`config.mk`:
```
export PLATFORM = sky130hd
export DESIGN_NAME = shift_rows_pipe
export DESIGN_NICKNAME = d
export VERILOG_FILES = /design/src/rtl/shift_rows_pipe.sv
export SDC_FILE = /design/constraint.sdc
export NUM_CORES = 1
export LEC_CHECK = 0
export ABC_AREA = 1
export BUFFER_PORTS_ARGS = -buffer_cell sky130_fd_sc_hd__buf_2
export CAP_MARGIN = 0
export CELL_PAD_IN_SITES_DETAIL_PLACEMENT = 1
export CELL_PAD_IN_SITES_GLOBAL_PLACEMENT = 2
export CORE_ASPECT_RATIO = 0.9
export CORE_MARGIN = 3
export CORE_UTILIZATION = 28
export DETAILED_ROUTE_END_ITERATION = 7
export PLACE_DENSITY_LB_ADDON = 0.1
export SETUP_SLACK_MARGIN = 0.02
export SYNTH_ARGS = -nofsm -noshare
export SYNTH_HDL_FRONTEND = slang
export SYNTH_SLANG_ARGS = --single-unit
```
`constraint.sdc`:
```
create_clock -name clk -period 1.6 [get_ports clk]
set_clock_uncertainty 0.1 [all_clocks]
set_input_delay 0.32 -clock clk [delete_from_list [all_inputs] [get_ports clk]]
set_output_delay 0.32 -clock clk [all_outputs]
set_load 0.01 [all_outputs]
```
`src/rtl/shift_rows_pipe.sv`:
```
// Pipelined Rijndael ShiftRows / InvShiftRows stage for Nb = 4, 6 or 8 columns.
// The block is permuted on the way in. An output register plus a skid register
// give full throughput while in_ready is still taken straight from a flop.
module shift_rows_pipe #(
  parameter int unsigned NB    = 4,
  parameter int unsigned TAG_W = 8
) (
  input  logic                clk,
  input  logic                rst,
  input  logic                in_valid,
  output logic                in_ready,
  input  logic [32*NB-1:0]    in_data,
  input  logic                in_inv,
  input  logic [TAG_W-1:0]    in_tag,
  output logic                out_valid,
  input  logic                out_ready,
  output logic [32*NB-1:0]    out_data,
  output logic [TAG_W-1:0]    out_tag,
  output logic                out_inv,
  output logic                busy
);

  localparam int unsigned W    = 32 * NB;
  localparam int unsigned ROWS = 4;

  // Reject unsupported block widths and tag widths at elaboration.
  if (!(NB == 4 || NB == 6 || NB == 8)) begin : g_bad_nb
    $error("shift_rows_pipe: NB must be 4, 6 or 8");
  end
  if (TAG_W < 1) begin : g_bad_tag
    $error("shift_rows_pipe: TAG_W must be at least 1");
  end

  // Row rotation amount: Nb = 8 skips offset 2 on the lower two rows.
  function automatic int unsigned row_off(input int unsigned r);
    return (NB == 8 && r >= 2) ? r + 1 : r;
  endfunction

  logic [W-1:0] fwd_c;
  logic [W-1:0] inv_c;
  logic [W-1:0] shifted_c;

  // Static byte routing for both directions; byte (r,c) lives at W-1-8*(4c+r).
  for (genvar r = 0; r < ROWS; r++) begin : g_row
    for (genvar c = 0; c < NB; c++) begin : g_col
      localparam int unsigned OFF   = row_off(r);
      localparam int unsigned SRC_F = (c + OFF) % NB;
      localparam int unsigned SRC_I = (c + NB - OFF) % NB;
      localparam int unsigned DST   = W - 1 - 8 * (4 * c + r);
      localparam int unsigned BIT_F = W - 1 - 8 * (4 * SRC_F + r);
      localparam int unsigned BIT_I = W - 1 - 8 * (4 * SRC_I + r);
      assign fwd_c[DST -: 8] = in_data[BIT_F -: 8];
      assign inv_c[DST -: 8] = in_data[BIT_I -: 8];
    end
  end

  // Per-block direction select.
  assign shifted_c = in_inv ? inv_c : fwd_c;

  logic             or_valid_q, or_valid_d;
  logic [W-1:0]     or_data_q,  or_data_d;
  logic [TAG_W-1:0] or_tag_q,   or_tag_d;
  logic             or_inv_q,   or_inv_d;
  logic             sk_valid_q, sk_valid_d;
  logic [W-1:0]     sk_data_q,  sk_data_d;
  logic [TAG_W-1:0] sk_tag_q,   sk_tag_d;
  logic             sk_inv_q,   sk_inv_d;
  logic             in_ready_q, in_ready_d;
  logic             busy_q,     busy_d;
  logic             accept_c;
  logic             or_free_c;

  // Next-state for the output/skid pair; skid drains first to keep FIFO order.
  always_comb begin
    or_valid_d = or_valid_q;
    or_data_d  = or_data_q;
    or_tag_d   = or_tag_q;
    or_inv_d   = or_inv_q;
    sk_valid_d = sk_valid_q;
    sk_data_d  = sk_data_q;
    sk_tag_d   = sk_tag_q;
    sk_inv_d   = sk_inv_q;

    accept_c  = in_valid & in_ready_q;
    or_free_c = ~or_valid_q | out_ready;

    if (or_free_c) begin
      if (sk_valid_q) begin
        or_valid_d = 1'b1;
        or_data_d  = sk_data_q;
        or_tag_d   = sk_tag_q;
        or_inv_d   = sk_inv_q;
        sk_valid_d = accept_c;
        if (accept_c) begin
          sk_data_d = shifted_c;
          sk_tag_d  = in_tag;
          sk_inv_d  = in_inv;
        end
      end else begin
        or_valid_d = accept_c;
        if (accept_c) begin
          or_data_d = shifted_c;
          or_tag_d  = in_tag;
          or_inv_d  = in_inv;
        end
      end
    end else if (accept_c) begin
      sk_valid_d = 1'b1;
      sk_data_d  = shifted_c;
      sk_tag_d   = in_tag;
      sk_inv_d   = in_inv;
    end

    in_ready_d = ~sk_valid_d;
    busy_d     = or_valid_d | sk_valid_d;
  end

  // State registers; reset discards any in-flight blocks.
  always_ff @(posedge clk) begin
    if (rst) begin
      or_valid_q <= 1'b0;
      or_data_q  <= '0;
      or_tag_q   <= '0;
      or_inv_q   <= 1'b0;
      sk_valid_q <= 1'b0;
      sk_data_q  <= '0;
      sk_tag_q   <= '0;
      sk_inv_q   <= 1'b0;
      in_ready_q <= 1'b1;
      busy_q     <= 1'b0;
    end else begin
      or_valid_q <= or_valid_d;
      or_data_q  <= or_data_d;
      or_tag_q   <= or_tag_d;
      or_inv_q   <= or_inv_d;
      sk_valid_q <= sk_valid_d;
      sk_data_q  <= sk_data_d;
      sk_tag_q   <= sk_tag_d;
      sk_inv_q   <= sk_inv_d;
      in_ready_q <= in_ready_d;
      busy_q     <= busy_d;
    end
  end

  assign in_ready  = in_ready_q;
  assign out_valid = or_valid_q;
  assign out_data  = or_data_q;
  assign out_tag   = or_tag_q;
  assign out_inv   = or_inv_q;
  assign busy      = busy_q;

endmodule

```
==> impl_metrics.tcl, run 1 <==
set metrics [dict create \
    synth.avg_cell_area_um2 5.95 \
    finalSetupTns_ns 0 \
    multiInputGateArea_um2 6740 \
    critPathLaunchType "register" \
    powerDensity_nw_per_um2 1080 \
    max_slew_margin_pct 80.0 \
    drt_iter0_markers 460 \
    clock_latency_ns 0.54 \
    ff2ff_path_depth 7 \
    hold-path-endpoint "sk_data_q[41]" \
    cts.sinks 278 \
    crit_top_cell "nor2_1" \
    drc 0 \
    grt_max_degree 62 \
    worstReg2RegEnd "out_data[69]" \
    clk_pin_slew_ns 0.06 \
    grt_pass1_wl_um 82200 \
    final_common_cell "nand2_1" \
    mostFrequentLayoutCells "nand2_1, nor2_1, buf_2" \
    antenna_found_initial 2 \
    wirelength_um 53600 \
    drive_gt1_share_pct 16.0 \
    synthCells 2364 \
    overflow 0 \
    crit_start "sk_valid_q" \
    final_util_pct 36.9 \
    crit_path_cell_trace "inv_2, nand2_8, buf_4, clkbuf_16, nand3_1, nor2_1, nor2_1" \
    viasPerCell 4.50 \
    rrSetupSlack_ns 0.05 \
    fin_nets 2760 \
    core_area_um2 49400 \
    firstDrtPassIters 4 \
    drtAntennaViolNets 0 \
    cts_root_buf "clkbuf_16" \
    worst-path-buf-inv 3 \
    slowest_delay_ns 0.41 \
    reg2reg_from "sk_valid_q" \
    drv_cap 0 \
    synth_area_um2 14100 \
    fmax_ghz 0.647 \
    crit_family "simple AND/OR/NAND/NOR gates" \
    area_delta_synth_final_pct 29.8 \
    io_pins 281 \
    period_share_pct 96.6 \
    regArea_um2 5580 \
    dpl.hpwl_um 36600 \
    fillers 6483 \
    die_area_um2 53000 \
    place.port_buffers 280 \
    start_util_pct 28.5 \
    status "finished clean" \
    hold_violations 0 \
    die_x_um 242 \
    crit_slowest_cell "dfxtp_4" \
    drv_slew 0 \
    peakVddDrop_v 0.000561 \
    synth_nets 2505 \
    grt_pass1_vias 14700 \
    power_leakage_nw 9.30 \
    min_from "in_data[105]" \
    synth_seq_cells 278 \
    yosysUniqueCellTypes 15 \
    ys_seq_area_share_pct 39.6 \
    dr_total_vias 14900 \
    row_count 77 \
    whs_path_depth 5 \
    cp.arrival_ns 1.87 \
    cts_buffers 37 \
    ctsLongestPathBuffers 3 \
    diodes 0 \
    yosysWarnings 0 \
    end_kind "register" \
    worstPathRequired_ns 1.93 \
    cts_tree "built" \
    fin_area_um2 18300 \
    final-setup-viol-count 0 \
    grt_use_total_pct 19.4 \
    cp_max_fo 13 \
    path_class "reg2reg" \
    rsz0062_at_grt "yes" \
    routedWlPerCell_um 16.2 \
    place_congestion 0.765 \
    die_h_um 219 \
    placed_area_um2 16500 \
    period_minus_slack_ns 1.55 \
    cts.htree.levels 2 \
    hold_class "in2reg" \
    tightest_slew_ns 0.300 \
]
-- stage by stage --
stage	hold WS [ns]	power [mW]	std cells	worst slack, ns
global route	0.0368	21.0	3314	0.00285
finish	0.0225	19.8	3314	0.0546
detailed placement	0.369	11.7	3208	-0.127
global placement	0.361	11.6	3208	-0.107
floorplan	0.289	10.1	2364	0.134
CTS	0.000385	20.1	3305	0.0208
-- how the worst max path moves through the flow --
stage	endpoint	slack, ns	depth (start not counted)
4_1_cts	out_data[68]	0.02	1
3_5_place_dp	out_data[55]	-0.13	8
6_report	out_data[69]	0.05	7
2_1_floorplan	sk_data_q[21]	0.13	7
3_3_place_gp	out_data[98]	-0.11	8
5_1_grt	out_data[45]	0.003	7
-- cell usage after synthesis --
master	number	area share, %
inv_1	277	7.4
clkinv_1	1	0.027
nand2_2	2	0.089
nand2_1	744	20
o21ai_0	73	2.6
clkbuf_1	76	2.0
dfxtp_1	278	40
buf_6	4	0.32
buf_4	11	0.59
buf_1	20	0.53
a21oi_1	140	5.0
nand3_1	202	7.2
nor2_1	475	13
buf_2	60	2.1
inv_2	1	0.027
-- layer usage --
layer | global-route usage, % | vias to the layer above | part of all wire (%) | routed length (um)
li1 | - | 7641 | - | -
met2 | 32.3 | 219 | 47 | 25000
met1 | 24.8 | 6981 | 45 | 24300
met4 | 5.23 | 2 | 1.9 | 1040
met5 | 0 | - | 0.024 | 13
met3 | 5.47 | 56 | 6.1 | 3250
-- power breakdown --
group	internal, mW	switching, mW	total, mW
Combinational	1.46	2.40	3.86
Clock	4.91	3.25	8.15
Sequential	7.48	0.296	7.77
-- worst reg2reg max path, delay by kind of cell, from the launching register on --
family,cells,cell delay (ns)
buffers and inverters,3,0.46
flip-flops,1,0.41
AND/OR/NAND/NOR,4,0.48
-- layout make-up --
type | count | area share (%)
Inverter | 279 | 5.82
Timing Repair Buffer | 386 | 15.8
Tap cell | 671 | 4.60
Multi-Input combinational cell | 1637 | 36.9
Clock buffer | 57 | 6.08
Sequential cell | 278 | 30.5
Clock inverter | 6 | 0.301
-- logic make-up after synthesis --
family          after synthesis  share of synthesized area [%]
flops                       278                           39.6
simple gates               1423                           39.8
compound gates              213                           7.58
buf+inv                     450                           13.0
-- flip-flops by register name, indices dropped and copies added, names as in the netlist --
| register | cells |
|---|---|
| busy | 1 |
| sk_data_q | 128 |
| sk_tag_q | 8 |
| out_inv | 1 |
| in_ready | 1 |
| out_data | 128 |
| sk_inv_q | 1 |
| sk_valid_q | 1 |
| out_tag | 8 |
| out_valid | 1 |
-- what timing repair did --
| action | 4_1_cts | 5_1_grt |
|---|---|---|
| buffers inserted | 0 | 3 |
| setup endpoints to repair | 77 | 55 |
| pin swaps | 0 | 2 |
| endpoints found under the hold margin | 35 | 0 |
| resized for setup | 9 | 13 |
| hold buffers | 34 | 0 |
| cloned | 0 | 6 |
Power figures use the tool's default switching activity.
==> run 2, diff against run 1 <==
ABC_AREA = 0   (was 1)
CORE_UTILIZATION = 32   (was 28)
==> impl_metrics.tcl, run 2 <==
set metrics [dict create \
    status "finished clean" \
    comb_power_share_pct 15.5 \
    row_count 65 \
    synthTopCellsByCount "dfxtp_1, nand2_1, mux2i_1" \
    p_int_mw 14.1 \
    yosysUniqueCellTypes 20 \
    synth.avg_cell_area_um2 8.98 \
    die_x_um 207 \
    tightest_slew_ns 0.432 \
    worstPathRequired_ns 1.92 \
    core_area_um2 35400 \
    max_slew_margin_pct 71.2 \
    cts_buffers 35 \
    routedWlPerCell_um 18.9 \
    p_seq_share_pct 40.2 \
    io_pins 281 \
    ys_seq_area_share_pct 48.0 \
    cts.sinks 278 \
    start_util_pct 32.7 \
    switching_share_pct 25.6 \
    synth_seq_cells 278 \
    synth_ff_type "dfxtp_1" \
    drv_cap 0 \
    die_h_um 187 \
    drv_slew 0 \
    power_leakage_nw 6.93 \
    peakVddDrop_v 0.000639 \
    wirelength_um 40800 \
    synth_most_common_cell "dfxtp_1" \
    end_kind "register" \
    synthTopCellsByArea "dfxtp_1, mux2i_1, nand2_1" \
    period_minus_slack_ns 1.52 \
    overflow 0 \
    synth_top_cell_by_area "dfxtp_1" \
    worst-path-buf-inv 2 \
    synth_edf_count 0 \
    power.switching_mw 4.84 \
    final-setup-viol-count 0 \
    cp.arrival_ns 1.83 \
    drtAntennaViolNets 0 \
    path_class "reg2reg" \
    cts.htree.levels 2 \
    powerDensity_nw_per_um2 1150 \
    crit_path_cell_trace "nor2b_4, nor2_4, buf_12, buf_12, nor2_1, a211oi_1" \
    drc 0 \
    synth_area_um2 11600 \
    grt_pass1_wl_um 62800 \
    die_area_um2 38500 \
    antenna_found_initial 10 \
    drive_gt1_share_pct 30.2 \
    mostFrequentLayoutCells "buf_2, dfxtp_1, nand2_1" \
    clkPwrFrac_pct 44.3 \
    dr_total_vias 10500 \
    drt_iter0_markers 353 \
    area_delta_synth_final_pct 41.6 \
    rsz0062_at_grt "yes" \
    firstDrtPassIters 4 \
    dpl.hpwl_um 27400 \
    fillers 4083 \
    critPathLaunchType "register" \
    fmax_ghz 0.660 \
    synth-async-reset-ratio_pct 0 \
    cts_tree "built" \
    final_common_cell "buf_2" \
    placed_area_um2 14200 \
    grt_pass1_vias 10900 \
    place.port_buffers 280 \
    viasPerCell 4.88 \
    fin_area_um2 16400 \
    period_share_pct 94.7 \
    fin_nets 1800 \
    finalPower_mw 18.9 \
    cp_max_fo 11 \
    clock_latency_ns 0.51 \
    yosysWarnings 0 \
    yosysTopAreaCellShare_pct 48.0 \
    synthCells 1290 \
    synth_nets 1431 \
    ctsLongestPathBuffers 3 \
    crit_slowest_cell "dfxtp_2" \
    clk_pin_slew_ns 0.06 \
    grt_max_degree 92 \
    cts_root_buf "clkbuf_16" \
    place_congestion 0.756 \
    hold_violations 0 \
    slowest_delay_ns 0.33 \
    grt_use_total_pct 20.5 \
    hold_class "in2reg" \
    crit_family "buffers and inverters" \
    crit_top_cell "buf_12" \
]
[run 2: cell types whose count changed after synthesis, sizes merged, moves of 57 or more]
cell	previous run	this run
nand2	746	260
nor2	475	90
inv	278	2
nand3	202	0
mux2i	0	145
a211oi	0	81
o21ai	73	0
nand2b	0	57
[run 2: worst paths after layout]
| path | startpoint | to | slack [ns] | depth (start not counted) |
|---|---|---|---|---|
| setup reg to reg | out_valid | out_data[72] | 0.08 | 6 |
| hold reg to reg | sk_data_q[111] | sk_data_q[111] | 0.35 | 2 |
| setup / recovery | out_valid | out_data[72] | 0.08 | 6 |
| hold / removal | out_ready | sk_valid_q | 0.06 | 4 |
[run 2: what timing repair did]
item / in CTS / in global routing
resized for setup: 5 / 20
endpoints found under the setup margin: 92 / 124
cloned: 2 / 3
buffers inserted: 1 / 2
hold buffers: 72 / 0
endpoints found under the hold margin: 72 / 0
pin swaps: 1 / 3
[run 2: area by class of cell]
class	instances	area, um^2	share of cell area (%)
tap	469	587	3.58
clock inverter	12	185	1.13
inverter	2	10.0	0.0610
clock buffer	49	1040	6.34
antenna	6	15.0	0.0915
multi-input combinational	898	5610	34.2
timing repair buffer	444	3390	20.6
sequential	278	5570	34.0
[run 2: kinds of logic (layout without fill, tap and decap cells)]
kind of cell | count (synthesis) | in the layout | synth area share (%)
AND/OR/NAND/NOR | 417 | 417 | 15.0
AO/OA/AOI/OAI | 280 | 280 | 14.6
flip-flops | 278 | 278 | 48.0
multiplexers | 201 | 201 | 18.0
buffers and inverters | 114 | 507 | 4.45
other | 0 | 6 | 0
[run 2: worst reg2reg max path: stages (launching register included)]
cell,delay [ns]
dfxtp_2,0.33
nor2b_4,0.14
nor2_4,0.17
buf_12,0.21
buf_12,0.18
nor2_1,0.05
a211oi_1,0.24
[run 2: through the flow]
step	utilization, %	TNS (ns)	hold slack [ns]	instances	worst slack, ns
after floorplan	-	0	0.336	1290	0.0943
after global routing	46.4	-0.185	0.0610	2158	-0.0367
after global placement	40.1	-1.79	0.340	2011	-0.0424
final	46.4	0	0.0596	2158	0.0840
after detailed placement	40.1	-6.57	0.348	2011	-0.100
after CTS	45.8	-0.0418	0.0312	2147	-0.0141
[run 2: power groups by stage]
| stage | registers (mW) | logic [mW] | clock network (mW) |
|---|---|---|---|
| final | 7.60 | 2.93 | 8.39 |
| after global routing | 7.66 | 3.22 | 8.98 |
| after CTS | 7.60 | 2.90 | 8.67 |
| after detailed placement | 7.75 | 2.70 | 0 |
| after global placement | 7.74 | 2.67 | 0 |
| after floorplan | 7.86 | 1.26 | 0 |
[run 2: per-layer routing]
metal	part of all wire, %	track usage (%)	vias to the layer above
li1	-	-	5194
met3	5.4	4.76	65
met2	47	33.4	198
met4	2.3	5.46	6
met1	45	27.4	5070
met5	0.074	0	-
